<file path="src/rtl/memory_reader_stream_burst.sv">
// -----------------------------------------------------------------------------
// memory_reader_stream_burst
//
// Fetches one video frame from memory as line-aligned read bursts of at most
// MAX_BURST beats. It buffers the returned beats in an internal FIFO and
// streams them out as AXI-Stream pixels. tlast marks the end of each line and
// tuser marks the first pixel of the frame.
//
// A read burst is requested only when the FIFO has room for every beat that
// is already outstanding plus the new burst. The FIFO can therefore never
// overflow, and memory never needs back-pressure.
//
// Optional build macro:
//   MRS_LINE_STRIDE_EN - adds input line_stride (pixels per line in memory),
//                        latched at frame acceptance; values below
//                        frame_width are treated as frame_width.
//
// Ports:
//   clk, rst_n          clock, synchronous active-low reset
//   frame_height/width  frame geometry in lines / pixels (latched on accept)
//   frame_ready         start request, sampled only while idle
//   base_addr           byte address of pixel (0,0)
//   start_read          read request valid (held until arready)
//   read_addr/len       burst start byte address / beat count (1..MAX_BURST)
//   read_size/burst     constant 3'b010 / 2'b01 (INCR)
//   arready             request accepted
//   rdata, rvalid       read data beats (never back-pressured)
//   m_axis_*            pixel stream (tdata, tvalid, tready, tlast, tuser)
//   busy                frame in progress
//   frame_done          one-cycle pulse after the final pixel handshake
// -----------------------------------------------------------------------------
module memory_reader_stream_burst #(
    parameter int DATA_WIDTH = 32,
    parameter int ADDR_WIDTH = 32,
    parameter int MAX_BURST  = 16,
    parameter int FIFO_DEPTH = 32
) (
    input  logic                  clk,
    input  logic                  rst_n,
    input  logic [15:0]           frame_height,
    input  logic [15:0]           frame_width,
    input  logic                  frame_ready,
    input  logic [ADDR_WIDTH-1:0] base_addr,
`ifdef MRS_LINE_STRIDE_EN
    input  logic [15:0]           line_stride,
`endif
    output logic                  start_read,
    output logic [ADDR_WIDTH-1:0] read_addr,
    output logic [31:0]           read_len,
    output logic [2:0]            read_size,
    output logic [1:0]            read_burst,
    input  logic                  arready,
    input  logic [DATA_WIDTH-1:0] rdata,
    input  logic                  rvalid,
    output logic [DATA_WIDTH-1:0] m_axis_tdata,
    output logic                  m_axis_tvalid,
    input  logic                  m_axis_tready,
    output logic                  m_axis_tlast,
    output logic                  m_axis_tuser,
    output logic                  busy,
    output logic                  frame_done
);

    localparam int PTR_W = $clog2(FIFO_DEPTH);
    localparam int CNT_W = PTR_W + 1;
    localparam int BYTES = DATA_WIDTH / 8;
    localparam logic [CNT_W-1:0] CNT_ONE = CNT_W'(1);

    typedef enum logic [1:0] {
        S_IDLE  = 2'd0,
        S_ISSUE = 2'd1,
        S_WAIT  = 2'd2,
        S_DRAIN = 2'd3
    } state_t;

    state_t                  state_q, state_d;

    // Latched geometry and burst pointer
    logic [15:0]             width_q, width_d;
    logic [15:0]             stride_q, stride_d;
    logic [31:0]             total_q, total_d;
    logic [15:0]             lines_left_q, lines_left_d;
    logic [15:0]             col_rem_q, col_rem_d;
    logic [ADDR_WIDTH-1:0]   line_base_q, line_base_d;
    logic [ADDR_WIDTH-1:0]   burst_addr_q, burst_addr_d;

    // FIFO and credit bookkeeping
    logic [DATA_WIDTH-1:0]   fifo_mem_q [FIFO_DEPTH];
    logic [PTR_W-1:0]        wr_ptr_q, wr_ptr_d;
    logic [PTR_W-1:0]        rd_ptr_q, rd_ptr_d;
    logic [CNT_W-1:0]        count_q, count_d;
    logic [CNT_W-1:0]        outstanding_q, outstanding_d;

    // Output-side counters and status
    logic [15:0]             col_q, col_d;
    logic [15:0]             row_q, row_d;
    logic [31:0]             pix_cnt_q, pix_cnt_d;
    logic                    busy_q, busy_d;
    logic                    frame_done_q, frame_done_d;

    logic                    accept_s;
    logic                    ar_hs_s;
    logic                    fifo_wr_s;
    logic                    tvalid_s;
    logic                    out_hs_s;
    logic [15:0]             len_s;
    logic [15:0]             next_len_s;
    logic [15:0]             after_rem_s;
    logic                    line_end_s;
    logic                    last_burst_s;
    logic [31:0]             credits_s;
    logic                    fits_next_s;
    logic [ADDR_WIDTH-1:0]   next_line_s;
    logic [15:0]             stride_in_s;
    logic                    drain_done_s;

`ifdef MRS_LINE_STRIDE_EN
    assign stride_in_s = (line_stride < frame_width) ? frame_width : line_stride;
`else
    assign stride_in_s = frame_width;
`endif

    assign accept_s  = (state_q == S_IDLE) && frame_ready &&
                       (frame_height != 16'd0) && (frame_width != 16'd0);
    assign ar_hs_s   = (state_q == S_ISSUE) && arready;
    // Beats with nothing outstanding are stale (e.g. from an abandoned frame)
    assign fifo_wr_s = rvalid && (outstanding_q != {CNT_W{1'b0}});
    assign tvalid_s  = (count_q != {CNT_W{1'b0}});
    assign out_hs_s  = tvalid_s && m_axis_tready;

    assign len_s        = (col_rem_q > 16'(MAX_BURST)) ? 16'(MAX_BURST) : col_rem_q;
    assign line_end_s   = (col_rem_q == len_s);
    assign last_burst_s = line_end_s && (lines_left_q == 16'd1);
    assign after_rem_s  = line_end_s ? width_q : (col_rem_q - len_s);
    assign next_len_s   = (after_rem_s > 16'(MAX_BURST)) ? 16'(MAX_BURST) : after_rem_s;
    assign credits_s    = 32'(FIFO_DEPTH) - 32'(count_q) - 32'(outstanding_q);
    // Credits left after reserving the current burst must cover the next one
    assign fits_next_s  = credits_s >= (32'(len_s) + 32'(next_len_s));
    assign next_line_s  = line_base_q + (ADDR_WIDTH'(stride_q) * ADDR_WIDTH'(BYTES));
    assign drain_done_s = (state_q == S_DRAIN) && (pix_cnt_d == total_q);

    // FSM state register
    always_ff @(posedge clk) begin
        if (!rst_n) begin
            state_q <= S_IDLE;
        end else begin
            state_q <= state_d;
        end
    end

    // FSM next-state logic
    always_comb begin
        state_d = state_q;
        case (state_q)
            S_IDLE: begin
                if (accept_s) state_d = S_ISSUE;
                else          state_d = S_IDLE;
            end
            S_ISSUE: begin
                if (!ar_hs_s)         state_d = S_ISSUE;
                else if (last_burst_s) state_d = S_DRAIN;
                else if (fits_next_s)  state_d = S_ISSUE;
                else                   state_d = S_WAIT;
            end
            S_WAIT: begin
                if (credits_s >= 32'(len_s)) state_d = S_ISSUE;
                else                         state_d = S_WAIT;
            end
            S_DRAIN: begin
                if (drain_done_s) state_d = S_IDLE;
                else              state_d = S_DRAIN;
            end
            default: state_d = S_IDLE;
        endcase
    end

    // FSM outputs: read request channel
    always_comb begin
        start_read = 1'b0;
        read_addr  = {ADDR_WIDTH{1'b0}};
        read_len   = 32'd0;
        if (state_q == S_ISSUE) begin
            start_read = 1'b1;
            read_addr  = burst_addr_q;
            read_len   = {16'd0, len_s};
        end else begin
            start_read = 1'b0;
        end
    end

    assign read_size  = 3'b010;
    assign read_burst = 2'b01;

    // Geometry latch and burst pointer advance
    always_comb begin
        width_d      = width_q;
        stride_d     = stride_q;
        total_d      = total_q;
        lines_left_d = lines_left_q;
        col_rem_d    = col_rem_q;
        line_base_d  = line_base_q;
        burst_addr_d = burst_addr_q;
        if (accept_s) begin
            width_d      = frame_width;
            stride_d     = stride_in_s;
            total_d      = 32'(frame_height) * 32'(frame_width);
            lines_left_d = frame_height;
            col_rem_d    = frame_width;
            line_base_d  = base_addr;
            burst_addr_d = base_addr;
        end else if (ar_hs_s) begin
            if (line_end_s) begin
                lines_left_d = lines_left_q - 16'd1;
                col_rem_d    = width_q;
                line_base_d  = next_line_s;
                burst_addr_d = next_line_s;
            end else begin
                col_rem_d    = col_rem_q - len_s;
                burst_addr_d = burst_addr_q + (ADDR_WIDTH'(len_s) * ADDR_WIDTH'(BYTES));
            end
        end else begin
            col_rem_d = col_rem_q;
        end
    end

    // FIFO pointers, occupancy and outstanding-beat credits
    always_comb begin
        wr_ptr_d      = wr_ptr_q;
        rd_ptr_d      = rd_ptr_q;
        count_d       = count_q;
        outstanding_d = outstanding_q;
        if (fifo_wr_s) begin
            wr_ptr_d      = wr_ptr_q + PTR_W'(1);
            outstanding_d = outstanding_d - CNT_ONE;
        end else begin
            wr_ptr_d = wr_ptr_q;
        end
        if (out_hs_s) begin
            rd_ptr_d = rd_ptr_q + PTR_W'(1);
        end else begin
            rd_ptr_d = rd_ptr_q;
        end
        if (ar_hs_s) begin
            outstanding_d = outstanding_d + CNT_W'(len_s);
        end else begin
            outstanding_d = outstanding_d;
        end
        // Simultaneous write and read leave the count unchanged
        count_d = count_q + (fifo_wr_s ? CNT_ONE : {CNT_W{1'b0}})
                          - (out_hs_s  ? CNT_ONE : {CNT_W{1'b0}});
    end

    // Output pixel position, frame progress and status flags
    always_comb begin
        col_d        = col_q;
        row_d        = row_q;
        pix_cnt_d    = pix_cnt_q;
        busy_d       = busy_q;
        frame_done_d = 1'b0;
        if (accept_s) begin
            col_d     = 16'd0;
            row_d     = 16'd0;
            pix_cnt_d = 32'd0;
            busy_d    = 1'b1;
        end else if (out_hs_s) begin
            pix_cnt_d = pix_cnt_q + 32'd1;
            if (col_q == (width_q - 16'd1)) begin
                col_d = 16'd0;
                row_d = row_q + 16'd1;
            end else begin
                col_d = col_q + 16'd1;
            end
        end else begin
            pix_cnt_d = pix_cnt_q;
        end
        if (drain_done_s) begin
            frame_done_d = 1'b1;
            busy_d       = 1'b0;
        end else begin
            frame_done_d = 1'b0;
        end
    end

    // Datapath and status registers
    always_ff @(posedge clk) begin
        if (!rst_n) begin
            width_q       <= 16'd0;
            stride_q      <= 16'd0;
            total_q       <= 32'd0;
            lines_left_q  <= 16'd0;
            col_rem_q     <= 16'd0;
            line_base_q   <= {ADDR_WIDTH{1'b0}};
            burst_addr_q  <= {ADDR_WIDTH{1'b0}};
            wr_ptr_q      <= {PTR_W{1'b0}};
            rd_ptr_q      <= {PTR_W{1'b0}};
            count_q       <= {CNT_W{1'b0}};
            outstanding_q <= {CNT_W{1'b0}};
            col_q         <= 16'd0;
            row_q         <= 16'd0;
            pix_cnt_q     <= 32'd0;
            busy_q        <= 1'b0;
            frame_done_q  <= 1'b0;
        end else begin
            width_q       <= width_d;
            stride_q      <= stride_d;
            total_q       <= total_d;
            lines_left_q  <= lines_left_d;
            col_rem_q     <= col_rem_d;
            line_base_q   <= line_base_d;
            burst_addr_q  <= burst_addr_d;
            wr_ptr_q      <= wr_ptr_d;
            rd_ptr_q      <= rd_ptr_d;
            count_q       <= count_d;
            outstanding_q <= outstanding_d;
            col_q         <= col_d;
            row_q         <= row_d;
            pix_cnt_q     <= pix_cnt_d;
            busy_q        <= busy_d;
            frame_done_q  <= frame_done_d;
        end
    end

    // FIFO storage; contents need no reset because occupancy gates the output
    always_ff @(posedge clk) begin
        if (fifo_wr_s) begin
            fifo_mem_q[wr_ptr_q] <= rdata;
        end
    end

    assign m_axis_tvalid = tvalid_s;
    assign m_axis_tdata  = tvalid_s ? fifo_mem_q[rd_ptr_q] : {DATA_WIDTH{1'b0}};
    assign m_axis_tlast  = tvalid_s && (col_q == (width_q - 16'd1));
    assign m_axis_tuser  = tvalid_s && (col_q == 16'd0) && (row_q == 16'd0);
    assign busy          = busy_q;
    assign frame_done    = frame_done_q;

endmodule

</file>
<file path="config.mk">
export PLATFORM = sky130hd
export DESIGN_NAME = memory_reader_stream_burst
export DESIGN_NICKNAME = d
export VERILOG_FILES = /design/src/rtl/memory_reader_stream_burst.sv
export SDC_FILE = /design/constraint.sdc
export NUM_CORES = 2
export LEC_CHECK = 0
export CAP_MARGIN = 5
export CORE_AREA = 2 2 256 510
export CTS_CLUSTER_DIAMETER = 50
export DETAILED_ROUTE_END_ITERATION = 8
export DIE_AREA = 0 0 258 512
export PLACE_DENSITY_LB_ADDON = 0.25
export SYNTH_ARGS = -nofsm -noshare
export SYNTH_HDL_FRONTEND = slang
export SYNTH_SLANG_ARGS = --single-unit
</file>
<file path="constraint.sdc">
create_clock -name clk -period 15.19 [get_ports clk]
set_input_delay 3.038 -clock clk [delete_from_list [all_inputs] [get_ports clk]]
set_output_delay 3.038 -clock clk [all_outputs]
set_load 0.005 [all_outputs]
</file>
==> impl_metrics.ini <==
[run_status]
outcome = completed

[critical_path]
crit_arrival_ns = 10.63
path_max_fanout = 18
crit_top_cell = fa_1
required_ns = 15.87
start_kind = primary input
endpoint_kind = register
cp_slowest_cell = clkdlybuf4s50_1
crit_buf_inv = 6
cp_cell_sequence = clkdlybuf4s50_1 > nand2_1 > fa_1 > inv_1 > fa_1 > inv_1 > fa_1 > inv_1 > fa_1 > inv_1 > fa_1 > inv_1 > fa_1 > ha_1 > o21a_1 > o211ai_1 > nand3b_1 > a21o_1 > a31oi_1 > o21ai_1 > a221oi_1 > o21ai_0 > or4b_1 > nand3_1
cp_top_family = adder cells
crit_type = in -> reg
slowest_delay_ns = 1.18

[sta]
finalSetupViolCount = 0
setup-tns-final_ns = 0
max_freq_mhz = 101
hold_viol = 0
rsz0062_at_grt = false
max_slew.worst_pin.slew_ns = 1.19
fin_crit_ns = 9.95
drv_slew = 0
slew-limit-headroom = 0.207
skew_ns = 0.0736
layout_setup_ws_ns = 5.24
fin_crit_sh = 0.655

[floorplan]
die_h_um = 512
die_w_um = 258
core_mm2 = 0.128
ios = 209
dieArea_mm2 = 0.132
initial_utilization = 0.496
num_rows = 186

[finish]
multi_input_area_mm2 = 0.0264
syn2layout_area_growth_pct = 11.7
final_cells = 6592
final_area_mm2 = 0.0711
drive_gt1_frac = 0.127
seq_area_mm2 = 0.0356
nets = 5325
n_fill_cell = 10400

[synthesis]
synthFlopType = edfxtp_1
ys_seq_area_frac = 0.558
ys_async_sr_fraction = 0
netlist.area_leader.share = 0.483
synth-edff-count = 1024
syn_area_mm2 = 0.0637
ys_seq_elements = 1263
synthCells = 4632
yosysWarnings = 0
syn_area_per_cell_um2 = 13.7
synth_area_leader_cell = edfxtp_1
yosysUniqueCellTypes = 90
synth_area_leaders = edfxtp_1, mux4_2, dfxtp_1

[routing]
vias = 39500
drc_errors = 0
viasPerCell = 6.00
route.detailed.wl_per_inst_um = 26.8
firstDrtPassIters = 5
final_antenna_net_count = 0
first_iter_violations = 3159
wl_mm = 177

[clock_tree]
cts_sinks = 1263
clockBufferDepth = 3
cts-htree-levels = 3
post_cts_resized = 0
cts_hold_buf = 0
clk_latency_ns = 0.76
cts_tree = yes
post_cts_buffers = 0
cts-root-buf = clkbuf_16
cts_buffers = 113
path_clk_slew_ns = 0.07

[place]
dp_hpwl_mm = 115
io_buffers = 176
dpl_cell_area_mm2 = 0.0675
place_ws_ns = 4.56
gp_congestion = 0.918
dp.cells = 6377

[grt]
grt_antenna_before_repair = 11
grt_max_degree = 73
grt_pass1_vias = 41200
grt_pass1_wl_mm = 263
grt_overflow = 0
grtUsageTotal = 0.271

[power_and_ir_drop]
power_density_mw_per_mm2 = 171
p_switching_w = 0.00451
p_comb_frac = 0.432
swShare = 0.369
ir_drop_mv = 0.140
internal_power_w = 0.00769
clockPowerShare = 0.230
seq_power_share = 0.338
p_leak_nw = 24.7

[run]
drv_cap = 0

[min_path]
hold_path.class = reg -> reg
[kinds of logic after synthesis]
group | count (synthesis) | share of synthesized area
flops | 1263 | 0.558
simple gates | 1260 | 0.0948
buf+inv | 558 | 0.0349
compound gates | 544 | 0.0551
fa+ha+maj | 423 | 0.107
mux | 363 | 0.120
xor+xnor | 219 | 0.0302
other cells | 2 | 0.000118
[cells in the mapped netlist (all sizes together), types with 18 or more instances]
cell	instances
edfxtp	1024
nand2	475
mux4	320
nor2	300
inv	292
dfxtp	239
ha	223
fa	200
a21oi	180
clkbuf	176
and2	132
xnor2	129
buf	90
xor2	90
o21ai	89
nand3	59
nor3	57
nand4	55
mux2i	42
and3	37
a21o	35
nor4	35
a211oi	31
o211ai	29
a31oi	25
nand2b	19
nor2b	19
or3	19
a221oi	18
[placed cells by master, fill, tap and decap left out, drive strengths merged, types with 57 or more instances in the layout]
cell and instances:
edfxtp 1024, nand2 475, mux4 320, inv 305, nor2 300, dfxtp 239, ha 223, fa 200
a21oi 180, clkdlybuf4s50 175, and2 132, xnor2 129, clkbuf 127, xor2 90, o21ai 89, conb 77
buf 69, nand3 59, nor3 57
[metal layers]
metal  part of all wire  GRT usage  vias up  wire (um)
li1                   -          -    17300          -
met1               0.33      0.287    20300      58100
met2               0.55      0.509     1460      97800
met3              0.055     0.0390      461       9770
met4              0.063      0.155        4      11100
met5            0.00013          0        -         23
[flip-flops by register name (all words and copies together), names as in the netlist, named ones only]
signal         cells
burst_addr_q      32
busy               1
col_q             16
col_rem_q         16
count_q            6
fifo_mem_q      1024
frame_done         1
line_base_q       32
lines_left_q      16
outstanding_q      6
pix_cnt_q         32
rd_ptr_q           5
row_q             16
state_q            2
stride_q          16
total_q           32
wr_ptr_q           5
[metrics by stage]
| step | hold WS [ns] | power (W) | util |
|---|---|---|---|
| finish | 0.461 | 0.0122 | 0.555 |
| global route | 0.486 | 0.0130 | 0.555 |
| CTS | 0.462 | 0.0123 | 0.554 |
| detailed placement | 0.451 | 0.00941 | 0.526 |
| global placement | 0.446 | 0.00937 | 0.526 |
| floorplan | 0.437 | 0.00786 | - |
[power groups by stage]
stage | clock network (W) | registers [W] | logic [W]
2_1_floorplan | 0 | 0.00409 | 0.00377
3_3_place_gp | 0 | 0.00419 | 0.00518
3_5_place_dp | 0 | 0.00419 | 0.00522
4_1_cts | 0.00286 | 0.00412 | 0.00528
5_1_grt | 0.00298 | 0.00414 | 0.00584
6_report | 0.00281 | 0.00412 | 0.00526
[worst paths after layout]
check                   startpoint             end  slack [ns]  cells after the start
setup reg to reg      col_rem_q[8]      state_q[0]        8.16                     27
hold / removal      line_base_q[1]  line_base_q[1]        0.46                      2
hold reg to reg     line_base_q[1]  line_base_q[1]        0.46                      2
setup / recovery  frame_height[12]     total_q[30]        5.24                     24
[worst min-delay path, stage by stage (launching register included)]
cell	delay (ns)
dfxtp_1	0.31
nand2_1	0.05
a21oi_1	0.05
[area by class of cell]
class | count | share of cell area
Clock inverter | 77 | 0.0105
Inverter | 292 | 0.0154
Tap cell | 1692 | 0.0298
Clock buffer | 127 | 0.0405
Antenna cell | 11 | 0.000387
Multi-Input combinational cell | 2886 | 0.372
Sequential cell | 1263 | 0.500
Timing Repair Buffer | 244 | 0.0319
Power figures use the tool's default switching activity.
